==> config.mk <==
export PLATFORM = sky130hd
export DESIGN_NAME = fp16_add_arbiter
export DESIGN_NICKNAME = d
export VERILOG_FILES = /design/src/rtl/fp16_add_arbiter.sv
export SDC_FILE = /design/constraint.sdc
export NUM_CORES = 1
export LEC_CHECK = 0
export ABC_AREA = 1
export CORE_AREA = 2 2 80 82
export CTS_BUF_LIST = sky130_fd_sc_hd__clkbuf_8
export DETAILED_ROUTE_END_ITERATION = 10
export DIE_AREA = 0 0 82 84
export DONT_BUFFER_PORTS = 1
export GPL_TIMING_DRIVEN = 0
export PLACE_DENSITY_LB_ADDON = 0.12
export SLEW_MARGIN = 30
export SYNTH_ARGS = -nofsm -noshare
export SYNTH_HDL_FRONTEND = slang
export SYNTH_SLANG_ARGS = --single-unit
==> constraint.sdc <==
create_clock -name CLK -period 5.7 [get_ports CLK]
set_input_delay 0.855 -clock CLK [delete_from_list [all_inputs] [get_ports CLK]]
set_output_delay 0.855 -clock CLK [all_outputs]
set_load 0.01 [all_outputs]
==> src/rtl/fp16_add_arbiter.sv <==
// Round-robin arbiter sharing one registered fp16 adder among NREQ requesters; results return tagged with requester ID.
// Optional per-requester grant counters are enabled by defining FP16_ADD_ARB_STATS_EN.
module fp16_add_arbiter #(
  parameter int NREQ    = 4,
  parameter int IDW     = 2,
  parameter int ADD_LAT = 1
) (
  input  logic                 CLK,
  input  logic                 RESETn,
  input  logic [NREQ-1:0]      req_valid,
  input  logic [16*NREQ-1:0]   req_a,
  input  logic [16*NREQ-1:0]   req_b,
  output logic [NREQ-1:0]      req_ready,
  input  logic                 hold,
  output logic [15:0]          add_a,
  output logic [15:0]          add_b,
  input  logic [15:0]          add_sum,
  output logic                 rsp_valid,
  output logic [IDW-1:0]       rsp_id,
  output logic [15:0]          rsp_data,
  output logic                 busy
`ifdef FP16_ADD_ARB_STATS_EN
  ,
  input  logic [IDW-1:0]       stat_sel,
  input  logic                 stat_clr,
  output logic [15:0]          stat_cnt
`endif
);

  logic [IDW-1:0]     ptr_q, ptr_d;
  logic [IDW-1:0]     gnt_id;
  logic               gnt_any;
  logic [IDW:0]       scan_idx;
  logic [IDW-1:0]     scan_k;

  logic               iss_vld_q, iss_vld_d;
  logic [IDW-1:0]     iss_id_q, iss_id_d;
  logic [15:0]        add_a_q, add_a_d;
  logic [15:0]        add_b_q, add_b_d;

  logic [ADD_LAT-1:0] tag_vld_q;
  logic [IDW-1:0]     tag_id_q [ADD_LAT];

  // Arbitration: scan from the pointer, wrapping, and grant the first valid requester.
  always_comb begin
    req_ready = '0;
    gnt_id    = '0;
    gnt_any   = 1'b0;
    scan_idx  = '0;
    scan_k    = '0;
    for (int i = 0; i < NREQ; i++) begin
      scan_idx = {1'b0, ptr_q} + (IDW+1)'(i);
      if (scan_idx >= (IDW+1)'(NREQ)) scan_idx = scan_idx - (IDW+1)'(NREQ);
      scan_k = scan_idx[IDW-1:0];
      if (!hold && !gnt_any && req_valid[scan_k]) begin
        req_ready[scan_k] = 1'b1;
        gnt_id            = scan_k;
        gnt_any           = 1'b1;
      end
    end
  end

  always_comb begin
    ptr_d     = ptr_q;
    iss_vld_d = gnt_any;
    iss_id_d  = iss_id_q;
    add_a_d   = add_a_q;
    add_b_d   = add_b_q;
    if (gnt_any) begin
      ptr_d    = (gnt_id == IDW'(NREQ-1)) ? '0 : gnt_id + 1'b1;
      iss_id_d = gnt_id;
      add_a_d  = req_a[{gnt_id, 4'b0000} +: 16];
      add_b_d  = req_b[{gnt_id, 4'b0000} +: 16];
    end
  end

  // Issue stage: operands held for the adder, tagged with the granted ID.
  always_ff @(posedge CLK or negedge RESETn) begin
    if (!RESETn) begin
      ptr_q     <= '0;
      iss_vld_q <= 1'b0;
      iss_id_q  <= '0;
      add_a_q   <= '0;
      add_b_q   <= '0;
    end else begin
      ptr_q     <= ptr_d;
      iss_vld_q <= iss_vld_d;
      iss_id_q  <= iss_id_d;
      add_a_q   <= add_a_d;
      add_b_q   <= add_b_d;
    end
  end

  // Tag pipeline: mirrors the adder latency, never stalls.
  always_ff @(posedge CLK or negedge RESETn) begin
    if (!RESETn) begin
      tag_vld_q <= '0;
      for (int s = 0; s < ADD_LAT; s++) tag_id_q[s] <= '0;
    end else begin
      tag_vld_q[0] <= iss_vld_q;
      tag_id_q[0]  <= iss_id_q;
      for (int s = 1; s < ADD_LAT; s++) begin
        tag_vld_q[s] <= tag_vld_q[s-1];
        tag_id_q[s]  <= tag_id_q[s-1];
      end
    end
  end

  assign add_a     = add_a_q;
  assign add_b     = add_b_q;
  assign rsp_valid = tag_vld_q[ADD_LAT-1];
  assign rsp_id    = tag_id_q[ADD_LAT-1];
  assign rsp_data  = add_sum;
  assign busy      = iss_vld_q | (|tag_vld_q);

`ifdef FP16_ADD_ARB_STATS_EN
  logic [15:0] cnt_q [NREQ];

  function automatic logic [15:0] sat_inc(input logic [15:0] v);
    return (v == 16'hFFFF) ? v : v + 16'd1;
  endfunction

  always_ff @(posedge CLK or negedge RESETn) begin
    if (!RESETn) begin
      for (int k = 0; k < NREQ; k++) cnt_q[k] <= '0;
    end else begin
      for (int k = 0; k < NREQ; k++) begin
        if (stat_clr)                            cnt_q[k] <= '0;
        else if (gnt_any && gnt_id == IDW'(k))   cnt_q[k] <= sat_inc(cnt_q[k]);
      end
    end
  end

  assign stat_cnt = (int'(stat_sel) < NREQ) ? cnt_q[stat_sel] : 16'h0000;
`endif

endmodule

==> summary.txt <==
Layout
  • Final non-filler cell total: 556
  • Layout area overhead: 5.58%
  • Share of cells above drive strength 1: 14.0%
  • Fill count: 634
  • Nets: 634
  • Storage element area: 1000 um2
  • N_diodes: 0
  • Multi-input combinational cell area: 1710 um2
  • Design area: 3290 um2

Timing
  • Final WS setup: 2.43 ns
  • Setup TNS: 0 ns
  • Worst-Margin Slew: 0.478 ns
  • RSZ-0062 raised after global routing: no
  • Hold_ws: 0.256 ns
  • Final hold vios: 0
  • Final worst-path cycle share: 57.3%
  • Fin crit period: 3.27 ns
  • Relative slew slack: 68.1%
  • Final max-slew violation count: 0
  • Fmax: 0.306 GHz
  • Setup violations, final: 0
  • Worst Clk Skew: 0.00608 ns

Detailed routing
  • Drt pass-1 iters: 4
  • Total Routed Length: 9150 um
  • Vias per std cell: 5.79
  • Starting DRT DRC Count: 99
  • Routed len/inst: 16.5 um
  • Vias: 3219
  • Antenna-violating nets left: 0
  • Post-route DRC: 0

Clocking
  • Clock Tree Buf Depth: 2
  • CTS tree: yes
  • Cts repair resizes: 0
  • H-tree levels: 2
  • Reg clk slew, reported paths: 0.08 ns
  • Num CTS Buffers: 5
  • Post-CTS Setup Inserts: 0
  • Num Clock Sinks: 40
  • Worst-Skew Late Latency: 0.29 ns
  • CTS Hold Bufs: 0
  • Root Driver: clkbuf_8

Placed design
  • Post-DP Area: 3210 um2
  • DP Cell Count: 549
  • Final HPWL DP: 7010 um
  • Pre-CTS setup slack: 2.76 ns
  • I/O Buffers: 0
  • Routability cong.: 0.865

Yosys
  • Ys flop type: dfrtp_1
  • Post-synth top cells: nand3_1 (170), nand2_1 (160), dfrtp_1 (40), buf_4 (23), buf_2 (15)
  • Fraction of registers with async set/reset: 100%
  • Ranking of synthesized cells by area: dfrtp_1 (32%), nand3_1 (27%), nand2_1 (19%)
  • Synth top area share: 32.1%
  • Synthesized Nets: 627
  • Leading area contributor after synthesis: dfrtp_1
  • Sequential element share of the synthesized area: 32.1%
  • Post-synth cell types: 23
  • Mapped Area: 3120 um2
  • Avg Cell Area, Syn: 6.60 um2
  • Number of enable flip-flop cells after synthesis: 0
  • Most frequent cell after synthesis: nand3_1
  • Ys Warns: 0
  • #FFs+latches synth: 40
  • Mapped Cells: 472

Power
  • Combinational share of power: 71.4%
  • Flop pwr share: 22.4%
  • Net Sw Frac: 55.3%
  • Clk network pwr share: 6.1%
  • Worst VDD drop: 0.419 mV
  • Net Switching: 1.57 mW
  • Internal power: 1.27 mW
  • Pwr dens: 866 nW/um2
  • LEAKAGE: 1.70 nW

Global route
  • Largest net degree at the start of global routing: 41
  • Number of global-route vias before repair: 2892
  • Total gr overflow: 0
  • Initial antenna violation count: 0
  • GRT Overall Usage: 26.7%
  • First-pass GRT wire length: 14100 um

Floorplan
  • Die W: 82 um
  • Starting Density: 51.1%
  • Site row count: 29
  • Num ports: 207
  • Core area: 6100 um2
  • Die height: 84 um
  • Die area: 6890 um2

Critical path
  • Worst-path fanout max: 8
  • Reg2reg setup slack: 2.96 ns
  • Worst setup EP type: primary output
  • CP arrival: 2.41 ns
  • Required @ worst endpoint: 4.85 ns
  • Critical path type: flop to primary output
  • Startpoint types: flop

Status
  • Status: completed

Flow run
  • Max-cap violations: 0

Hold path
  • Type of the worst min-delay path: input pin to async pin
-- worst paths after layout --
kind	from	end	cells past startpoint
setup / recovery	ptr_q[1]	req_ready[1]	8
hold / removal	RESETn	add_a[6]	0
setup reg to reg	ptr_q[1]	add_a[8]	14
hold reg to reg	iss_vld_q	rsp_valid	0
max in group asynchronous	RESETn	add_a[11]	0
min in group CLK	iss_vld_q	rsp_valid	0
-- per-layer routing --
layer | wire [um] | up-vias | global-route usage (%)
met4 | 82 | 0 | 4.70
met3 | 808 | 6 | 5.52
met2 | 4800 | 164 | 47.5
li1 | - | 1567 | -
met1 | 3460 | 1482 | 33.0
met5 | 0 | - | 0
-- power by group through the flow --
stage | Combinational (mW) | Sequential, mW | Clock [mW]
6_report | 2.04 | 0.639 | 0.175
5_1_grt | 2.32 | 0.656 | 0.194
4_1_cts | 2.06 | 0.640 | 0.181
3_5_place_dp | 2.05 | 0.644 | 0
3_3_place_gp | 2.01 | 0.644 | 0
2_1_floorplan | 1.61 | 0.598 | 0
-- area by class of cell --
| class | instances | share of cell area (%) |
|---|---|---|
| well taps | 77 | 2.93 |
| flip-flops and latches | 40 | 30.4 |
| inverters | 15 | 1.71 |
| clock inverters | 2 | 0.266 |
| multi-input cells | 368 | 52.0 |
| plain buffers | 49 | 10.6 |
| clock buffers | 5 | 2.09 |
-- critical path, stage by stage (launching register included) --
cell,delay [ns]
dfrtp_1,0.50
inv_1,0.19
ha_1,0.37
inv_1,0.11
nand3_1,0.10
nand2_1,0.05
nor2_1,0.27
nand3_2,0.18
o21ai_0,0.37
-- cells in the final DEF, fill, tap and decap left out --
cell type  count
nand3_2        3
nand2_2        6
clkinv_2       1
o21bai_1       1
nand2_1      160
or2_2          1
nor2_2         3
nor2_1         7
buf_2         15
a21oi_1        4
clkbuf_1       2
clkinv_1       1
clkbuf_8       5
o22ai_1        2
buf_6          8
ha_1           4
buf_4         23
buf_1          1
nand3_1      170
o21ai_0        4
nor2_4         1
dfrtp_1       40
a221oi_1       2
inv_1         14
inv_2          1
-- logic make-up (layout without fill, tap and decap cells) --
| family | Yosys count | after routing | synth area share [%] |
|---|---|---|---|
| adder cells (fa/ha/maj) | 4 | 4 | 1.61 |
| flip-flops | 40 | 40 | 32.1 |
| buffers and inverters | 64 | 71 | 13.0 |
| AO/OA/AOI/OAI | 13 | 13 | 2.49 |
| AND/OR/NAND/NOR | 351 | 351 | 50.8 |
-- sequential cells by signal, indices dropped and copies added (netlist names) --
register and cells:
add_a 16, add_b 16, iss_id_q 2, iss_vld_q 1, ptr_q 2, rsp_id 2, rsp_valid 1
-- stage by stage --
stage	util (%)	power, mW
detailed placement	52.7	2.70
global placement	52.7	2.65
CTS	54.0	2.88
finish	54.0	2.85
global route	54.0	3.17
floorplan	-	2.21
Power figures use the tool's default switching activity.
